`config.mk`:
```
export PLATFORM = sky130hd
export DESIGN_NAME = eru_err_stats
export DESIGN_NICKNAME = d
export VERILOG_FILES = /design/src/rtl/eru_stats_pkg.sv /design/src/rtl/eru_err_dist.sv /design/src/rtl/eru_err_stats.sv
export SDC_FILE = /design/constraint.sdc
export NUM_CORES = 1
export LEC_CHECK = 0
export BUFFER_PORTS_ARGS = -buffer_cell sky130_fd_sc_hd__buf_2
export CAP_MARGIN = 20
export CORE_MARGIN = 2
export CORE_UTILIZATION = 45
export CTS_CLUSTER_DIAMETER = 120
export DETAILED_ROUTE_END_ITERATION = 8
export PLACE_DENSITY = 0.66
export SYNTH_ARGS = -nofsm -noshare
export SYNTH_HDL_FRONTEND = slang
export SYNTH_SLANG_ARGS = --single-unit
```
`constraint.sdc`:
```
create_clock -name clk -period 2.4 [get_ports clk]
set_input_delay 0.12 -clock clk [delete_from_list [all_inputs] [get_ports clk]]
set_output_delay 0.12 -clock clk [all_outputs]
set_load 0.005 [all_outputs]
```
`src/rtl/eru_stats_pkg.sv`:
```
// eru_stats_pkg: shared state encoding and default sizes for the error-statistics collector.
package eru_stats_pkg;
    localparam int DEF_W      = 8;
    localparam int DEF_N_LOG2 = 8;
    typedef enum logic [1:0] {IDLE, RUN, DRAIN, REPORT} state_t;
endpackage

```
`src/rtl/eru_err_dist.sv`:
```
// eru_err_dist: exact sum of a and b and its absolute distance from the approximate sum.
module eru_err_dist #(
    parameter int W = 8
) (
    input  logic [W-1:0] a_i,
    input  logic [W-1:0] b_i,
    input  logic [W:0]   approx_i,
    output logic [W:0]   ed_o
);
    logic [W:0] exact;
    assign exact = {1'b0, a_i} + {1'b0, b_i};
    assign ed_o  = (exact >= approx_i) ? exact - approx_i : approx_i - exact;
endmodule

```
`src/rtl/eru_err_stats.sv`:
```
// eru_err_stats: windowed error count, maximum and total error distance with a
// valid/ready report at the end of each window of 2^N_LOG2 accepted samples.
module eru_err_stats
    import eru_stats_pkg::*;
#(
    parameter int W      = DEF_W,
    parameter int N_LOG2 = DEF_N_LOG2
) (
    input  logic                  clk,
    input  logic                  rst_n,
    input  logic                  start_i,
    input  logic                  in_valid_i,
    output logic                  in_ready_o,
    input  logic [W-1:0]          a_i,
    input  logic [W-1:0]          b_i,
    input  logic [W:0]            approx_i,
    output logic                  out_valid_o,
    input  logic                  out_ready_i,
    output logic [N_LOG2:0]       err_cnt_o,
    output logic [W:0]            max_ed_o,
    output logic [W+N_LOG2:0]     sum_ed_o,
    output logic                  busy_o
);
    localparam logic [N_LOG2:0] LAST = {1'b0, {N_LOG2{1'b1}}};
    state_t              state_q, state_d;
    logic [N_LOG2:0]     cnt_q, cnt_d, err_q, err_d;
    logic [W:0]          ed, ed_q, ed_d, max_q, max_d;
    logic [W+N_LOG2:0]   sum_q, sum_d;
    logic                s1_v_q, s1_v_d, accept;
    eru_err_dist #(.W(W)) u_dist (
        .a_i      (a_i),
        .b_i      (b_i),
        .approx_i (approx_i),
        .ed_o     (ed)
    );
    // counter MSB set means the window is full, so in_ready depends on registers only
    assign in_ready_o  = (state_q == RUN) && !cnt_q[N_LOG2];
    assign accept      = in_valid_i && in_ready_o;
    assign out_valid_o = (state_q == REPORT);
    assign busy_o      = (state_q != IDLE);
    assign err_cnt_o   = err_q;
    assign max_ed_o    = max_q;
    assign sum_ed_o    = sum_q;
    always_comb begin
        state_d = state_q;
        cnt_d   = cnt_q;
        ed_d    = ed_q;
        s1_v_d  = 1'b0;
        err_d   = s1_v_q ? err_q + (N_LOG2+1)'(ed_q != '0) : err_q;
        max_d   = (s1_v_q && ed_q > max_q) ? ed_q : max_q;
        sum_d   = s1_v_q ? sum_q + (W+1+N_LOG2)'(ed_q) : sum_q;
        unique case (state_q)
            IDLE: if (start_i) begin
                state_d = RUN;
                cnt_d   = '0;
                err_d   = '0;
                max_d   = '0;
                sum_d   = '0;
            end
            RUN: if (accept) begin
                cnt_d   = cnt_q + (N_LOG2+1)'(1);
                ed_d    = ed;
                s1_v_d  = 1'b1;
                state_d = (cnt_q == LAST) ? DRAIN : RUN;
            end
            DRAIN:  state_d = REPORT;
            REPORT: state_d = out_ready_i ? IDLE : REPORT;
            default: state_d = IDLE;
        endcase
    end
    always_ff @(posedge clk or negedge rst_n) begin
        if (!rst_n) begin
            state_q <= IDLE;
            cnt_q   <= '0;
            ed_q    <= '0;
            s1_v_q  <= 1'b0;
            err_q   <= '0;
            max_q   <= '0;
            sum_q   <= '0;
        end else begin
            state_q <= state_d;
            cnt_q   <= cnt_d;
            ed_q    <= ed_d;
            s1_v_q  <= s1_v_d;
            err_q   <= err_d;
            max_q   <= max_d;
            sum_q   <= sum_d;
        end
    end
endmodule

```
==> results of run 1 <==
[worst max-delay path: cells and delay by family]
kind / cells / cell delay (ns)
compound gates: 9 / 1.62
xor+xnor: 2 / 0.29
fa+ha+maj: 3 / 0.85
buf+inv: 1 / 0.10
simple gates: 1 / 0.07
[what timing repair did]
item	in CTS	in global routing
gates resized for setup	12	7
hold endpoints to repair	57	0
cloned	0	0
hold buffers	2	0
setup buffers	4	0
pin swaps	7	6
setup endpoints to repair	10	17
[per-layer routing]
| layer | up-vias | share of wire | GRT usage |
|---|---|---|---|
| met4 | 0 | 0.017 | 0.0527 |
| met2 | 76 | 0.50 | 0.338 |
| li1 | 1784 | - | - |
| met5 | - | 0 | 0 |
| met1 | 1646 | 0.45 | 0.221 |
| met3 | 13 | 0.028 | 0.0199 |
[Yosys cell counts (all sizes together)]
library cell,instances,area (sq um)
or2,1,6.26
a211o,1,8.76
nand2b,4,25.0
a31oi,1,6.26
a2111o,1,11.3
fa,4,80.1
o22ai,2,12.5
a21oi,34,174
xor2,19,166
and3,4,25.0
clkbuf,5,18.8
nor4,2,12.5
buf,10,71.3
o41a,1,11.3
xnor2,13,114
a21o,12,90.1
nand4,10,62.6
ha,47,588
o31ai,1,12.5
o311ai,1,8.76
nor2,51,191
and2,1,6.26
a22o,1,8.76
nand3,4,20.0
nand3b,2,15.0
dfrtp,56,1400
inv,40,150
a31o,1,8.76
or3,8,50.1
mux2i,21,210
or2b,1,7.51
nor2b,6,37.5
nand2,27,101
o21a,2,15.0
o2111ai,1,8.76
o21ai,28,140
o21bai,1,7.51
a2111oi,2,17.5
a211oi,6,50.1
a2bb2oi,2,17.5
o211ai,3,22.5
nor3b,1,12.5
nor3,8,40.0
[path summary, 6_finish.rpt]
check | cells after the start | startpoint | slack (ns) | to
max | 16 | a_i[0] | -0.47 | ed_q[5]
min | 2 | start_i | 0.10 | state_q[0]
max reg2reg | 10 | ed_q[2] | 0.14 | max_ed_o[4]
min reg2reg | 1 | cnt_q[0] | 0.50 | cnt_q[0]
max in group asynchronous | 3 | rst_n | 1.74 | ed_q[5]
min in group asynchronous | 3 | rst_n | 0.34 | sum_ed_o[13]
[cell type report]
class	instances	area, sq um
multi-input combinational	335	2510
tap	108	135
timing repair buffer	127	803
sequential	56	1400
clock inverter	2	38.8
inverter	40	150
clock buffer	6	72.6
fill	816	3610
[through the flow]
stage               power (mW)  instance area [sq um]  hold WS (ns)  std cells
floorplan                 3.79                   4080        -0.176        446
global placement          4.73                   4870         0.142        660
detailed placement        4.84                   4870         0.147        660
CTS                       5.54                   5080        0.0974        674
global route              6.10                   5110        0.0961        674
finish                    5.55                   5110         0.103        674
[power by group through the flow]
stage / clock (mW) / sequential, mW / combinational (mW)
after floorplan: 0 / 1.72 / 2.06
after global placement: 0 / 1.77 / 2.97
after detailed placement: 0 / 1.79 / 3.06
after CTS: 0.641 / 1.77 / 3.13
after global routing: 0.669 / 1.83 / 3.60
final: 0.616 / 1.76 / 3.17
[registers in the layout, indices dropped and copies added, names as in the netlist]
register   cells
sum_ed_o      17
state_q        2
max_ed_o       9
cnt_q          9
ed_q           9
err_cnt_o      9
s1_v_q         1
[kinds of logic (layout without fill, tap and decap cells)]
| logic type | Yosys count | count (layout) |
|---|---|---|
| AOI/OAI and AO/OA | 101 | 101 |
| adders and majority gates | 51 | 51 |
| xor gates and xnor gates | 32 | 32 |
| muxes | 21 | 21 |
| and+or+nand+nor | 130 | 130 |
| buffers and inverters | 55 | 175 |
| DFF | 56 | 56 |
==> run_results.csv, run 1 <==
group,metric,value,unit
worst_setup_path,cp_common_cell,"a21oi_2",
route,vias,3519,
logic_synthesis,synth_top_family_by_area,"adder cells",
logic_synthesis,synthDistinctLibCells,48,
timing,finalSetupViolCount,8,
clock_tree,path_clk_slew,0.10,ns
logic_synthesis,synth-seq-cells,56,
run_status,status,"complete, but fails checks",
logic_synthesis,syn-num-nets,527,
clock_tree,htreeDepth,2,
worst_setup_path,end_kind,"flip-flop",
route,drt_wl_total,8.77,mm
placed_design,place_congestion,0.837,
worst_setup_path,worstSetupPathType,"primary input to flip-flop",
timing,finClkSkew,0.0120,ns
finish,utilization,0.586,
floorplan,coreArea,8720,sq um
timing,max_slew_margin,0.702,
clock_tree,cts_tree,"done",
logic_synthesis,yosysSeqAreaShare,0.346,
clock_tree,clock-sinks,56,
power_and_ir_drop,ir_worst_vdd,465,uV
logic_synthesis,synth_mux_area_frac,0.0520,
finish,final_cell_mix,"buf_2 (65), buf_4 (58), dfrtp_1 (56)",
floorplan,dieArea,9760,sq um
floorplan,pin_count,68,
worst_setup_path,path_cells,"buf_6, ha_4, fa_2, a21o_1, a21oi_2, o21bai_1, a21oi_2, xnor2_2, ha_1, a211oi_2, nor2_1, a211o_1, a31o_4, o31ai_4, xor2_1, o21ai_1",
route,wire_per_inst,13.0,um
global_routing,grt_pass1_wl,14.9,mm
timing,rsz0062_at_grt,"yes",
power_and_ir_drop,power_density,1090,nW/um^2
clock_tree,root_buffer,"clkbuf_8",
power_and_ir_drop,p_int,3.25,mW
placed_design,dp_slack,-0.964,ns
floorplan,start_util,0.464,
logic_synthesis,syn_inst,446,
timing,fmax,0.349,GHz
finish,layout-drive-gt1-share,0.270,
timing,worst_slew_pin_slew,0.447,ns
floorplan,die_x,98.8,um
route,drtPass1Iterations,4,
global_routing,overflow,0,
worst_setup_path,slowest_stage,"fa_2",
timing,setup_tns,-3.47,ns
global_routing,first_global_vias,3447,
job,cap_violations,0,
timing,maxSlewViolCount,0,
finish,nNetsFinal,646,
placed_design,dpl.hpwl,6.77,mm
worst_setup_path,start_kind,"primary input",
power_and_ir_drop,seqPwrFrac,0.318,
finish,syn_to_final_growth,26.3,%
timing,period_share,1.19,
logic_synthesis,syn_area,4050,sq um
floorplan,placementRows,34,
logic_synthesis,ys_warn_count,0,
floorplan,die_h,98.8,um
timing,finalHoldViolCount,0,
logic_synthesis,synth-xor-area-share,0.0693,
route,first_iter_violations,137,
power_and_ir_drop,p_leak,2.61,nW
logic_synthesis,syn_avg_cell_area,9.07,sq um
power_and_ir_drop,pwr-share-clk,0.111,
finish,num_antenna_cells,0,
route,drc,0,
finish,layout_commonest_cell,"buf_2",
route,avgViaCountPerCell,5.22,
worst_setup_path,required,2.59,ns
clock_tree,numCtsBuffers,5,
power_and_ir_drop,switching_power,2.30,mW
power_and_ir_drop,p_sw_frac,0.414,
timing,period_needed,2.87,ns
global_routing,antenna_found_initial,0,
logic_synthesis,synth-simple-area-share,0.152,
power_and_ir_drop,power_frac_comb,0.571,
clock_tree,clockBufferDepth,2,
worst_setup_path,cpPeakStageDelay,0.36,ns
route,drtAntennaViolNets,0,
logic_synthesis,synth_fa_ha_area_frac,0.165,
global_routing,track_usage,0.182,
run_status,violations,"negative setup slack",
logic_synthesis,synth_compound_area_frac,0.156,
worst_setup_path,arrival,3.05,ns
global_routing,grt_max_degree,42,
placed_design,port_buffers,67,
worst_hold_path,hold_path_class,"primary input to flip-flop",
clock_tree,clk_latency,0.31,ns
worst_setup_path,crit_fanout,8,
timing,setup_ws,-0.466,ns
Note: power is estimated with default switching activity, not from simulation.
==> inputs of run 2 (changes only) <==
--- a/config.mk
+++ b/config.mk
@@ -7,11 +7,13 @@
 export LEC_CHECK = 0
 export BUFFER_PORTS_ARGS = -buffer_cell sky130_fd_sc_hd__buf_2
 export CAP_MARGIN = 20
+export CELL_PAD_IN_SITES_DETAIL_PLACEMENT = 0
+export CELL_PAD_IN_SITES_GLOBAL_PLACEMENT = 1
 export CORE_MARGIN = 2
-export CORE_UTILIZATION = 45
+export CORE_UTILIZATION = 43
 export CTS_CLUSTER_DIAMETER = 120
 export DETAILED_ROUTE_END_ITERATION = 8
-export PLACE_DENSITY = 0.66
+export PLACE_DENSITY_LB_ADDON = 0.1
 export SYNTH_ARGS = -nofsm -noshare
 export SYNTH_HDL_FRONTEND = slang
 export SYNTH_SLANG_ARGS = --single-unit
==> run 2 against run 1 <==
The flow still finishes with violations (negative setup slack). First-iteration DRC count down 47%. Global-route usage shrank 0.14 points. Count of clock-buffer cells in the layout unchanged. Combinational power about the same. Largest power group unchanged. Clock skew up 0.0047 ns. Die area is 4.5% higher. Power down 0.78%. Sequential share of layout area fell by 0.15 points. Core utilization decreased by 2.7 points. Cell area is 0.54% higher. Non-clock buffer count did not move.
==> run_results.csv, run 2 (synthesized netlist as in run 1, its figures left out) <==
group,metric,value,unit
clock_tree,clk_latency,0.31,ns
timing,finalHoldViolCount,0,
timing,setup_ws,-0.409,ns
floorplan,start_util,0.440,
timing,maxSlewViolCount,0,
worst_hold_path,hold_path_class,"primary input to flip-flop",
global_routing,track_usage,0.180,
timing,fmax,0.356,GHz
clock_tree,path_clk_slew,0.10,ns
power_and_ir_drop,seqPwrFrac,0.324,
clock_tree,htreeDepth,2,
global_routing,grt_pass1_wl,15.2,mm
finish,layout_commonest_cell,"buf_2",
route,drc,0,
job,cap_violations,0,
worst_setup_path,end_kind,"flip-flop",
route,drtAntennaViolNets,0,
route,drt_wl_total,8.78,mm
timing,worst_slew_pin_slew,0.454,ns
placed_design,port_buffers,67,
finish,final_cell_mix,"buf_2 (63), dfrtp_1 (56), buf_4 (56)",
finish,nNetsFinal,646,
power_and_ir_drop,total_power,5.50,mW
global_routing,overflow,0,
finish,instances_no_fill,677,
floorplan,die_h,101,um
timing,finClkSkew,0.0167,ns
clock_tree,numCtsBuffers,5,
finish,largest_register_ffs,17,
worst_setup_path,arrival,3.00,ns
clock_tree,clockBufferDepth,2,
floorplan,placementRows,35,
run_status,violations,"negative setup slack",
route,drtPass1Iterations,3,
run_status,status,"complete, but fails checks",
worst_setup_path,start_kind,"primary input",
finish,multi_input_area,2510,sq um
placed_design,place_congestion,0.843,
worst_setup_path,slowest_stage,"a211o_1",
global_routing,grt_max_degree,57,
finish,num_antenna_cells,0,
worst_setup_path,path_cells,"buf_8, ha_4, a21o_1, a21oi_2, nor2b_1, o21a_1, nor4_1, nor3_1, xor2_1, ha_1, nand4_1, nor2_1, a211o_1, a31o_4, mux2i_2, xor2_1, o21ai_1",
timing,rsz0062_at_grt,"yes",
route,first_iter_violations,73,
floorplan,coreArea,9200,sq um
floorplan,pin_count,68,
timing,max_slew_margin,0.697,
power_and_ir_drop,p_leak,2.61,nW
route,avgViaCountPerCell,5.10,
clock_tree,root_buffer,"clkbuf_8",
power_and_ir_drop,power_frac_comb,0.576,
worst_setup_path,cpPeakStageDelay,0.33,ns
route,wire_per_inst,13.0,um
placed_design,place_inst,660,
power_and_ir_drop,ir_worst_vdd,384,uV
floorplan,dieArea,10200,sq um
timing,period_share,1.17,
finish,final.fill_count,856,
finish,syn_to_final_growth,27.0,%
timing,finalSetupViolCount,8,
route,vias,3452,
global_routing,antenna_found_initial,0,
power_and_ir_drop,power_density,1070,nW/um^2
power_and_ir_drop,p_int,3.21,mW
worst_setup_path,required,2.59,ns
worst_setup_path,cp_common_cell,"xor2_1",
power_and_ir_drop,p_sw_frac,0.416,
power_and_ir_drop,pwr-share-clk,0.100,
finish,register_area,1400,sq um
placed_design,dpl.hpwl,6.74,mm
clock_tree,clock-sinks,56,
clock_tree,cts_tree,"done",
finish,layout-drive-gt1-share,0.274,
worst_setup_path,worstSetupPathType,"primary input to flip-flop",
timing,period_needed,2.81,ns
power_and_ir_drop,switching_power,2.29,mW
timing,hold_ws,0.101,ns
floorplan,die_x,101,um
global_routing,first_global_vias,3358,
worst_setup_path,crit_fanout,8,
-- run 2: cell count changes in the layout (fill, tap and decap cells not counted), moves of 2 or more --
| cell | delta |
|---|---|
| buf_2 | -2 |
| buf_4 | -2 |
| buf_6 | +2 |
| ha_1 | -2 |
| mux2i_1 | -2 |
| mux2i_2 | +2 |
| o21ai_1 | +2 |
-- run 2: worst max-delay path: cells and delay by family --
| kind | cells | cell delay [ns] |
|---|---|---|
| AOI/OAI and AO/OA | 6 | 1.17 |
| xor gates and xnor gates | 2 | 0.31 |
| adders and majority gates | 2 | 0.54 |
| buffers and inverters | 1 | 0.10 |
| muxes | 1 | 0.19 |
| and+or+nand+nor | 5 | 0.55 |
-- run 2: worst paths after layout --
path                              from            to  slack [ns]  depth (start not counted)
hold / removal                 start_i    state_q[0]        0.10                          2
hold reg to reg               cnt_q[0]      cnt_q[0]        0.51                          1
setup reg to reg           sum_ed_o[0]  sum_ed_o[16]        0.14                         11
min in group asynchronous        rst_n  sum_ed_o[13]        0.32                          3
setup / recovery                a_i[1]       ed_q[6]       -0.41                         17
max in group asynchronous        rst_n       ed_q[5]        1.81                          3
-- run 2: area by class of cell --
type | instances | share of cell area
Clock inverter | 2 | 0.00268
Clock buffer | 6 | 0.0161
Timing Repair Buffer | 127 | 0.163
Inverter | 40 | 0.0292
Sequential cell | 56 | 0.273
Multi-Input combinational cell | 335 | 0.490
Tap cell | 111 | 0.0270
-- run 2: through the flow --
step	instance area [sq um]	setup WS (ns)	TNS (ns)	utilization
2_1_floorplan	4080	-0.624	-4.70	-
3_3_place_gp	4870	-0.898	-7.05	0.529
3_5_place_dp	4870	-0.987	-7.75	0.529
4_1_cts	5090	-0.395	-2.97	0.554
5_1_grt	5140	-0.572	-4.44	0.559
6_report	5140	-0.409	-3.16	0.559
-- run 2: what timing repair did --
| item | CTS | global route |
|---|---|---|
| endpoints found under the hold margin | 57 | 0 |
| setup endpoints to repair | 8 | 13 |
| resized for setup | 18 | 9 |
| cloned | 0 | 0 |
| setup buffers | 4 | 3 |
| hold buffers | 2 | 0 |
| pin swaps | 12 | 5 |
-- run 2: layer usage --
| layer | track usage | up-vias | share of wire |
|---|---|---|---|
| met2 | 0.318 | 57 | 0.48 |
| met3 | 0.0257 | 10 | 0.033 |
| li1 | - | 1780 | - |
| met1 | 0.232 | 1605 | 0.47 |
| met4 | 0.0457 | 0 | 0.014 |
| met5 | 0 | - | 0 |
-- run 2: power groups by stage --
| stage | clock (mW) | sequential [mW] | combinational, mW |
|---|---|---|---|
| finish | 0.552 | 1.78 | 3.17 |
| global route | 0.619 | 1.85 | 3.63 |
| CTS | 0.572 | 1.79 | 3.11 |
| detailed placement | 0 | 1.81 | 3.04 |
| global placement | 0 | 1.79 | 2.99 |
| floorplan | 0 | 1.72 | 2.06 |
